**src/rtl/mdu_sequencer.sv**
```systemverilog
// -----------------------------------------------------------------------------
// mdu_sequencer
//
// Iterative multiply/divide unit for the MIPS-32 EX stage. It executes MULT,
// MULTU, DIV and DIVU into the HI/LO register pair, which the unit owns. One
// operation runs at a time: one shift-add (multiply) or restoring (divide)
// step per cycle, then a single sign-fix/commit cycle. The pipeline is
// stalled while an operation is in flight. An MFHI/MFLO that arrives during
// an operation is also stalled, so it reads the committed result.
//
// Optional build macro:
//   MDU_EARLY_EXIT_EN - multiply stops iterating as soon as the remaining
//                       multiplier bits are all zero. Results are identical.
//                       Divide latency does not change.
//
// Ports:
//   clk          rising-edge clock
//   reset        synchronous, active-high reset
//   start        EX-stage R-type instruction valid
//   Funct        instruction funct field
//   Op_A         rs operand (multiplicand / dividend)
//   Op_B         rt operand (multiplier / divisor)
//   flush        pipeline flush; aborts the in-flight operation
//   busy         operation in progress (MUL, DIV, FIX)
//   done         one-cycle pulse: HI/LO just committed
//   stall        hold IF/ID/EX
//   div_by_zero  sticky until the next accepted operation
//   HI, LO       architectural HI/LO registers
// -----------------------------------------------------------------------------
module mdu_sequencer #(
  parameter int WIDTH = 32,
  parameter int CNT_W = 6
) (
  input  logic             clk,
  input  logic             reset,
  input  logic             start,
  input  logic [5:0]       Funct,
  input  logic [WIDTH-1:0] Op_A,
  input  logic [WIDTH-1:0] Op_B,
  input  logic             flush,
  output logic             busy,
  output logic             done,
  output logic             stall,
  output logic             div_by_zero,
  output logic [WIDTH-1:0] HI,
  output logic [WIDTH-1:0] LO
);

  localparam logic [2:0] S_IDLE = 3'd0;
  localparam logic [2:0] S_MUL  = 3'd1;
  localparam logic [2:0] S_DIV  = 3'd2;
  localparam logic [2:0] S_FIX  = 3'd3;
  localparam logic [2:0] S_DONE = 3'd4;

  localparam logic [5:0] F_MFHI = 6'b010000;
  localparam logic [5:0] F_MFLO = 6'b010010;

  localparam logic [CNT_W-1:0] LAST_CNT = CNT_W'(WIDTH - 1);

  // Architectural / control state
  logic [2:0]         state_q, state_d;
  logic [WIDTH-1:0]   hi_q, hi_d;
  logic [WIDTH-1:0]   lo_q, lo_d;
  logic               dbz_q, dbz_d;

  // Datapath state
  logic [CNT_W-1:0]   cnt_q, cnt_d;
  logic [2*WIDTH-1:0] acc_q, acc_d;    // product accumulator
  logic [WIDTH-1:0]   rem_q, rem_d;    // divide remainder
  logic [WIDTH-1:0]   sreg_q, sreg_d;  // multiplier, or dividend shifting into quotient
  logic [WIDTH-1:0]   areg_q, areg_d;  // multiplicand, or divisor
  logic               is_div_q, is_div_d;
  logic               neg_res_q, neg_res_d;  // product / quotient is negative
  logic               neg_rem_q, neg_rem_d;  // dividend was negative

  // ---------------------------------------------------------------------------
  // Funct decode and operand magnitudes
  // ---------------------------------------------------------------------------
  logic             is_muldiv, is_mf, op_signed, op_div;
  logic             a_neg, b_neg;
  logic [WIDTH-1:0] a_mag, b_mag;

  // MULT/MULTU/DIV/DIVU share the prefix 0110; bit 1 selects divide and
  // bit 0 selects unsigned.
  assign is_muldiv = (Funct[5:2] == 4'b0110);
  assign is_mf     = (Funct == F_MFHI) || (Funct == F_MFLO);
  assign op_div    = Funct[1];
  assign op_signed = ~Funct[0];

  assign a_neg = op_signed & Op_A[WIDTH-1];
  assign b_neg = op_signed & Op_B[WIDTH-1];
  // The magnitude of the most negative value wraps to itself. Read as
  // unsigned, that is the correct magnitude 2^(WIDTH-1).
  assign a_mag = a_neg ? -Op_A : Op_A;
  assign b_mag = b_neg ? -Op_B : Op_B;

  // ---------------------------------------------------------------------------
  // Multiply step: add the multiplicand into the upper half when the current
  // multiplier bit is set, then shift the whole accumulator right one place.
  // After k steps the accumulator holds the partial product scaled by
  // 2^(WIDTH-k).
  // ---------------------------------------------------------------------------
  logic [WIDTH:0]       mul_sum;
  logic [2*WIDTH-1:0]   acc_step;
  logic                 last_step;
  logic                 mul_exit;
  logic [2*WIDTH-1:0]   mul_final;

  assign mul_sum   = {1'b0, acc_q[2*WIDTH-1:WIDTH]}
                   + {1'b0, (sreg_q[0] ? areg_q : {WIDTH{1'b0}})};
  assign acc_step  = {mul_sum, acc_q[WIDTH-1:1]};
  assign last_step = (cnt_q == LAST_CNT);

`ifdef MDU_EARLY_EXIT_EN
  // Once no multiplier bits remain, the partial product is complete. Undo
  // the outstanding 2^(WIDTH-1-cnt) scaling in one shift.
  logic [CNT_W-1:0] mul_shift;
  assign mul_shift = LAST_CNT - cnt_q;
  assign mul_exit  = last_step || (sreg_q[WIDTH-1:1] == '0);
  assign mul_final = acc_step >> mul_shift;
`else
  assign mul_exit  = last_step;
  assign mul_final = acc_step;
`endif

  // ---------------------------------------------------------------------------
  // Restoring divide step. The trial partial remainder is WIDTH+1 bits. When
  // it is at least the divisor, the difference is below 2^WIDTH, so a
  // WIDTH-bit subtraction is exact.
  // ---------------------------------------------------------------------------
  logic [WIDTH:0]   div_trial;
  logic             div_ge;

  assign div_trial = {rem_q, sreg_q[WIDTH-1]};
  assign div_ge    = (div_trial >= {1'b0, areg_q});

  // ---------------------------------------------------------------------------
  // Sign correction applied in FIX
  // ---------------------------------------------------------------------------
  logic [2*WIDTH-1:0] prod_fix;
  logic [WIDTH-1:0]   quo_fix, rem_fix;

  assign prod_fix = neg_res_q ? -acc_q  : acc_q;
  assign quo_fix  = neg_res_q ? -sreg_q : sreg_q;
  assign rem_fix  = neg_rem_q ? -rem_q  : rem_q;

  // ---------------------------------------------------------------------------
  // Next-state logic
  // ---------------------------------------------------------------------------
  // NOTE: every variable gets a default before the case; a path that skips an
  // assignment would otherwise infer a latch.
  always_comb begin
    state_d   = state_q;
    hi_d      = hi_q;
    lo_d      = lo_q;
    dbz_d     = dbz_q;
    cnt_d     = cnt_q;
    acc_d     = acc_q;
    rem_d     = rem_q;
    sreg_d    = sreg_q;
    areg_d    = areg_q;
    is_div_d  = is_div_q;
    neg_res_d = neg_res_q;
    neg_rem_d = neg_rem_q;

    case (state_q)
      // DONE behaves like IDLE for acceptance, which gives back-to-back ops.
      S_IDLE, S_DONE: begin
        state_d = S_IDLE;
        if (start && is_muldiv) begin
          dbz_d     = 1'b0;
          cnt_d     = '0;
          acc_d     = '0;
          rem_d     = '0;
          is_div_d  = op_div;
          neg_res_d = a_neg ^ b_neg;
          neg_rem_d = a_neg;
          if (op_div) begin
            areg_d = b_mag;
            sreg_d = a_mag;
            if (Op_B == '0) begin
              // Divide by zero completes at once without iterating.
              state_d = S_DONE;
              hi_d    = Op_A;
              lo_d    = '1;
              dbz_d   = 1'b1;
            end else begin
              state_d = S_DIV;
            end
          end else begin
            areg_d  = a_mag;
            sreg_d  = b_mag;
            state_d = S_MUL;
          end
        end
      end

      S_MUL: begin
        acc_d  = acc_step;
        sreg_d = sreg_q >> 1;
        cnt_d  = cnt_q + CNT_W'(1);
        if (mul_exit) begin
          acc_d   = mul_final;
          state_d = S_FIX;
        end
      end

      S_DIV: begin
        rem_d  = div_ge ? (div_trial[WIDTH-1:0] - areg_q) : div_trial[WIDTH-1:0];
        sreg_d = {sreg_q[WIDTH-2:0], div_ge};
        cnt_d  = cnt_q + CNT_W'(1);
        if (last_step) state_d = S_FIX;
      end

      S_FIX: begin
        if (is_div_q) begin
          hi_d = rem_fix;
          lo_d = quo_fix;
        end else begin
          hi_d = prod_fix[2*WIDTH-1:WIDTH];
          lo_d = prod_fix[WIDTH-1:0];
        end
        state_d = S_DONE;
      end

      default: state_d = S_IDLE;
    endcase

    // A flush discards the operation. Architectural state is untouched and
    // no done is produced. This also wins over a start in the same cycle.
    if (flush) begin
      state_d = S_IDLE;
      hi_d    = hi_q;
      lo_d    = lo_q;
      dbz_d   = dbz_q;
    end
  end

  // ---------------------------------------------------------------------------
  // State registers
  // ---------------------------------------------------------------------------
  // NOTE: sequential state uses non-blocking assignments only, so every
  // register samples its pre-edge inputs regardless of statement order.
  always_ff @(posedge clk) begin
    if (reset) begin
      state_q <= S_IDLE;
      hi_q    <= '0;
      lo_q    <= '0;
      dbz_q   <= 1'b0;
    end else begin
      state_q <= state_d;
      hi_q    <= hi_d;
      lo_q    <= lo_d;
      dbz_q   <= dbz_d;
    end
  end

  // NOTE: datapath registers are not reset. Every field is loaded when an
  // operation is accepted, before it is read.
  always_ff @(posedge clk) begin
    cnt_q     <= cnt_d;
    acc_q     <= acc_d;
    rem_q     <= rem_d;
    sreg_q    <= sreg_d;
    areg_q    <= areg_d;
    is_div_q  <= is_div_d;
    neg_res_q <= neg_res_d;
    neg_rem_q <= neg_rem_d;
  end

  // ---------------------------------------------------------------------------
  // Outputs
  // ---------------------------------------------------------------------------
  assign busy        = (state_q == S_MUL) || (state_q == S_DIV) || (state_q == S_FIX);
  assign done        = (state_q == S_DONE);
  assign stall       = busy || (start && (is_muldiv || is_mf) &&
                                !((state_q == S_IDLE) || (state_q == S_DONE)));
  assign div_by_zero = dbz_q;
  assign HI          = hi_q;
  assign LO          = lo_q;

endmodule

```
**config.mk**
```make
export PLATFORM = sky130hd
export DESIGN_NAME = mdu_sequencer
export DESIGN_NICKNAME = d
export VERILOG_FILES = /design/src/rtl/mdu_sequencer.sv
export SDC_FILE = /design/constraint.sdc
export NUM_CORES = 1
export LEC_CHECK = 0
export ABC_AREA = 0
export CORE_MARGIN = 5
export CORE_UTILIZATION = 45
export CTS_CLUSTER_DIAMETER = 40
export DETAILED_ROUTE_END_ITERATION = 12
export PLACE_DENSITY = 0.65
export SKIP_CTS_REPAIR_TIMING = 1
export SYNTH_ARGS = -nofsm -noshare
export SYNTH_HDL_FRONTEND = slang
export SYNTH_SLANG_ARGS = --single-unit
```
**constraint.sdc**
```tcl
create_clock -name clk -period 3.8 [get_ports clk]
set_clock_uncertainty 0.15 [all_clocks]
set_input_delay 0.38 -clock clk [delete_from_list [all_inputs] [get_ports clk]]
set_output_delay 0.38 -clock clk [all_outputs]
set_load 0.01 [all_outputs]
```
==> flow_summary.json, run 1 <==
{
  "r2r_slack_ns": 0.07,
  "die-height_um": 208,
  "grt_pass1_wl_um": 99700,
  "drive_gt1_frac": 0.108,
  "antenna_found_initial": 0,
  "r2r_start": "acc_q[24]",
  "startpoint": "acc_q[24]",
  "top_usage_layer": "met2",
  "peakVddDrop_mv": 0.252,
  "rows": 72,
  "outcome": "finished clean",
  "final-setup-viol-count": 0,
  "die_w_um": 208,
  "gp_congestion": 0.964,
  "slew-limit-headroom": 0.414,
  "numCtsBuffers": 47,
  "ant_nets": 0,
  "h-tree-depth": 2,
  "synth_compound_area_frac": 0.227,
  "final_cell_mix": "262 x nor2_1, 197 x a21oi_1, 169 x edfxtp_1",
  "met3_usage": 0.0511,
  "met1_usage": 0.429,
  "min_period_ns": 3.73,
  "grt_max_degree": 78,
  "mostFrequentLayoutCell": "nor2_1",
  "root_buffer": "clkbuf_16",
  "worstSetupPathType": "register to register",
  "seqPwrFrac": 0.360,
  "drc_errors": 0,
  "power_density_mw_per_mm2": 359,
  "io-pin-count": 142,
  "finalHoldViolations": 0,
  "nets": 2394,
  "swShare": 0.254,
  "path_clk_slew_ns": 0.06,
  "first_pass_iters": 6,
  "avgViaCountPerCell": 6.07,
  "worst-path-max-fanout": 7,
  "synth_edf_count": 169,
  "synth_mux_area_frac": 0.0144,
  "critPathCapture": "HI[22]",
  "reg2reg_depth": 10,
  "fmax_mhz": 268,
  "async_reset_ff_frac": 0,
  "switchingPower_mw": 2.00,
  "io_buffers": 141,
  "fin_crit_sh": 0.981,
  "wl_per_cell_um": 23.8,
  "overflow": 0,
  "num-fill-cells": 3602,
  "power_frac_comb": 0.091,
  "core-area_mm2": 0.0387,
  "r2r-end": "HI[22]",
  "synth_cell_types": 73,
  "power.share.clock": 0.549,
  "ys.flop_type": "edfxtp_1",
  "stdcell_count": 2804,
  "syn_area_mm2": 0.0177,
  "yosysWarnings": 0,
  "synth_simple_gate_area_frac": 0.187,
  "tritoncts": "built",
  "ys_seq_elements": 237,
  "gr-usage-met2": 0.448,
  "cp-end-kind": "register",
  "area_growth_syn_to_layout_pct": 23.8,
  "holdWs_ns": 0.112,
  "start_kind": "register",
  "num_vias": 17000,
  "synth_area_per_cell_um2": 8.53,
  "hold_class": "primary input to register",
  "timing.final.max_slew_violations": 0,
  "clock_path_buffers": 3,
  "syn-num-nets": 2219,
  "start_util": 0.457,
  "syn_inst": 2073,
  "worst_pin_slew_ns": 0.878,
  "p_int_mw": 5.88,
  "cp.required_ns": 4.16,
  "drt_iter0_markers": 1970,
  "fin_util": 0.566,
  "worstPathArrival_ns": 4.09,
  "dp_cells": 2716,
  "synth_top_family_by_area": "compound AO/OA/AOI/OAI gates",
  "synth_fa_ha_area_frac": 0.0518,
  "die-area_mm2": 0.0434,
  "diodes": 0,
  "dp_hpwl_um": 51700,
  "drv_cap": 0,
  "finalPower_mw": 7.88,
  "yosysSeqAreaShare": 0.364,
  "p_leak_nw": 8.06,
  "synth-xor-area-share": 0.117,
  "worstSkewPairLatency_ns": 0.59,
  "cts_num_sinks": 237,
  "grt_use_total": 0.297,
  "grt_pass1_vias": 16000,
  "drt-total-wl_um": 66800
}
-- synth_stat cells (all sizes together) (14+ instances only) --
master,n,share of area
buf,14,0.0033
nor2b,18,0.0064
a22oi,28,0.012
and3,40,0.014
o41ai,23,0.011
or2,15,0.0053
ha,70,0.050
nand2,142,0.030
nor3,42,0.012
or3,31,0.011
a21oi,200,0.057
or4,23,0.010
edfxtp,169,0.29
nand3,34,0.0096
xor2,102,0.050
dfxtp,68,0.077
xnor2,134,0.066
a21o,34,0.014
a211oi,35,0.015
nand2b,23,0.0081
mux2i,22,0.012
inv,64,0.014
o31ai,41,0.017
nor2,263,0.056
o22ai,14,0.0050
clkbuf,104,0.022
o21ai,126,0.036
o211ai,28,0.012
nor4,20,0.0071
-- critical path, stage by stage (launching register included) --
cell	delay, ns
edfxtp_1	0.44
or4_4	0.58
or4b_1	0.53
buf_4	0.20
or3_1	0.42
o41ai_1	0.44
xnor2_1	0.17
nor2_1	0.06
a211oi_1	0.39
a211oi_1	0.08
nor3_1	0.18
-- state kept, by name, indices dropped and copies added, names as in the netlist --
name         count
HI              32
sreg_q          32
neg_res_q        1
LO              32
is_div_q         1
acc_q           64
neg_rem_q        1
state_q          3
cnt_q            6
div_by_zero      1
rem_q           32
areg_q          32
-- area by class of cell --
type                       instances  area [um2]  area share
tap                              518         648      0.0296
sequential                       237        6440       0.294
clock inverter                    36         402      0.0183
inverter                          65         244      0.0111
clock buffer                      51        1240      0.0567
multi-input combinational       1653       10700       0.489
timing repair buffer             244        2230       0.102
-- per-stage QoR --
step	setup WS, ns	area [um2]	TNS (ns)
after detailed placement	-0.211	20100	-0.441
final	0.0717	21900	0
after CTS	-0.232	21800	-0.554
after global routing	-0.00928	21900	-0.0166
after global placement	-0.212	20100	-0.403
after floorplan	0.195	17700	0
-- layer usage --
metal / routed length, um / part of all wire
met4: 2530 / 0.038
met1: 28600 / 0.43
met5: 0 / 0
met2: 29000 / 0.43
met3: 6650 / 0.10
-- power by group through the flow --
stage | Combinational (mW) | Clock [mW] | Sequential [mW]
floorplan | 0.391 | 0 | 2.87
global placement | 0.691 | 0 | 2.88
detailed placement | 0.696 | 0 | 2.88
CTS | 0.701 | 4.37 | 2.83
global route | 0.768 | 4.49 | 2.83
finish | 0.715 | 4.33 | 2.83
-- cell families after synthesis --
logic type / count (synthesis)
compound gates: 627
xor+xnor: 236
fa+ha+maj: 72
buf+inv: 183
flops: 237
mux: 24
simple gates: 694
-- worst min path at each step --
stage,startpoint,end,slack [ns],cells past startpoint
after global placement,div_by_zero,div_by_zero,0.32,2
after CTS,reset,LO[14],0.08,2
after floorplan,HI[10],HI[10],0.33,2
after global routing,reset,LO[14],0.11,2
after detailed placement,div_by_zero,div_by_zero,0.33,2
final,reset,LO[10],0.11,2
Power figures use the tool's default switching activity.
==> inputs of run 2 (changes only) <==
ABC_CLOCK_PERIOD_IN_PS = 3800   (was unset)
CTS_BUF_LIST = sky130_fd_sc_hd__clkbuf_8   (was unset)
==> run 2 against run 1 <==
Effect of this change:
- sequential cell count unchanged
- non-clock buffer count unchanged
- final cell count up 0.29%
- combinational power about the same
- die area unchanged
- global-route usage down 0.23 points
- worst hold slack worse by 0.066 ns
==> flow_summary.json, run 2 (synthesized netlist as in run 1, its figures left out) <==
{
  "outcome": "finished clean",
  "fmax_mhz": 268,
  "p_int_mw": 4.80,
  "rows": 72,
  "tritoncts": "built",
  "place_area_mm2": 0.0201,
  "grt_max_degree": 78,
  "worstSetupPathType": "register to register",
  "clock_path_buffers": 3,
  "die-area_mm2": 0.0434,
  "drc_errors": 0,
  "area_growth_syn_to_layout_pct": 20.8,
  "power_frac_comb": 0.109,
  "root_buffer": "clkbuf_8",
  "gp_congestion": 0.964,
  "peakVddDrop_mv": 0.174,
  "path_cells": "or4_4 > or4b_1 > buf_4 > or3_1 > or4_1 > o21ai_2 > xor2_2 > o21ai_1 > nor4b_1",
  "dp_hpwl_um": 51700,
  "cp.required_ns": 4.20,
  "path_clk_slew_ns": 0.06,
  "swShare": 0.269,
  "mostFrequentLayoutCell": "nor2_1",
  "cts_num_sinks": 237,
  "final-seq-area_mm2": 0.00644,
  "core-area_mm2": 0.0387,
  "final_cell_mix": "262 x nor2_1, 197 x a21oi_1, 169 x edfxtp_1",
  "worst_pin_slew_ns": 0.915,
  "setup_ws_ns": 0.0693,
  "drv_cap": 0,
  "max_flop_register": "acc_q",
  "avgViaCountPerCell": 6.04,
  "worstSkewPairLatency_ns": 0.66,
  "max_stage_delay_ns": 0.58,
  "dp_cells": 2716,
  "start_util": 0.457,
  "final_cell_area_mm2": 0.0214,
  "top_usage_layer": "met2",
  "first_pass_iters": 6,
  "finalHoldViolations": 0,
  "slew-limit-headroom": 0.390,
  "power_density_mw_per_mm2": 307,
  "nets": 2398,
  "wl_per_cell_um": 23.6,
  "pre_cts_slack_ns": -0.211,
  "gr-usage-met2": 0.439,
  "num_vias": 17000,
  "r2r_slack_ns": 0.07,
  "grt_pass1_vias": 15900,
  "min_period_ns": 3.73,
  "io_buffers": 141,
  "h-tree-depth": 2,
  "die-height_um": 208,
  "diodes": 0,
  "grt_pass1_wl_um": 98900,
  "worstPathArrival_ns": 4.13,
  "cp-end-kind": "register",
  "antenna_found_initial": 0,
  "numCtsBuffers": 51,
  "p_leak_nw": 7.85,
  "met3_usage": 0.0571,
  "fin_tns_setup_ns": 0,
  "die_w_um": 208,
  "met1_usage": 0.427,
  "overflow": 0,
  "seqPwrFrac": 0.431,
  "io-pin-count": 142,
  "fin_crit_sh": 0.982,
  "start_kind": "register",
  "drt-total-wl_um": 66500,
  "drive_gt1_frac": 0.106,
  "timing.final.max_slew_violations": 0,
  "power.share.clock": 0.460,
  "crit_slowest_cell": "or4_4",
  "largest_reg_flops": 64,
  "stdcell_count": 2812,
  "ant_nets": 0,
  "hold_class": "primary input to register",
  "critical_path.top_delay_family": "simple AND/OR/NAND/NOR gates",
  "worst-path-max-fanout": 7,
  "switchingPower_mw": 1.77,
  "final-setup-viol-count": 0,
  "multiInputGateArea_mm2": 0.0107,
  "grt_use_total": 0.295,
  "finalPower_mw": 6.57,
  "drt_iter0_markers": 2068,
  "cp_num_buf_inv": 1,
  "num-fill-cells": 3664
}
==> run 2: cell count changes in the layout (fill, tap and decap cells not counted), moves of 2 or more <==
cell,delta
clkinv_8,-2
inv_1,+9
inv_6,-4
clkinv_1,+3
inv_4,-2
clkbuf_16,-48
clkbuf_8,+53
==> run 2: path summary, 6_finish.rpt <==
check              start     endpoint  cells past startpoint
max            acc_q[24]       HI[30]                      9
min reg2reg  div_by_zero  div_by_zero                      2
max reg2reg    acc_q[24]       HI[30]                      9
min                reset        LO[9]                      2
==> run 2: worst reg2reg max path: cells and delay by family, from the launching register on <==
| family | cells | cell delay (ns) |
|---|---|---|
| xor+xnor | 1 | 0.11 |
| simple gates | 5 | 2.36 |
| buf+inv | 1 | 0.21 |
| compound gates | 2 | 0.37 |
| flops | 1 | 0.44 |
==> run 2: metrics by stage <==
step / hold WS [ns] / util
2_1_floorplan: 0.326 / -
3_3_place_gp: 0.316 / 0.520
3_5_place_dp: 0.327 / 0.520
4_1_cts: -0.0143 / 0.548
5_1_grt: 0.0187 / 0.552
6_report: 0.0461 / 0.552
==> run 2: layer usage <==
| metal | part of all wire | up-vias | routed length (um) |
|---|---|---|---|
| met1 | 0.44 | 8090 | 29000 |
| li1 | - | 7988 | - |
| met5 | 0 | - | 0 |
| met2 | 0.43 | 801 | 28900 |
| met3 | 0.093 | 111 | 6190 |
| met4 | 0.037 | 0 | 2460 |
==> run 2: area by class of cell <==
cell class                 count  area share
clock buffer                  56      0.0361
clock inverter                39      0.0155
inverter                      65      0.0114
multi-input combinational   1653       0.501
sequential                   237       0.301
tap                          518      0.0303
timing repair buffer         244       0.104
==> run 2: power groups by stage <==
stage	logic [mW]	registers, mW	clock network [mW]
after floorplan	0.391	2.87	0
after global placement	0.691	2.88	0
after detailed placement	0.696	2.88	0
after CTS	0.699	2.83	3.07
after global routing	0.766	2.83	3.21
final	0.714	2.83	3.02
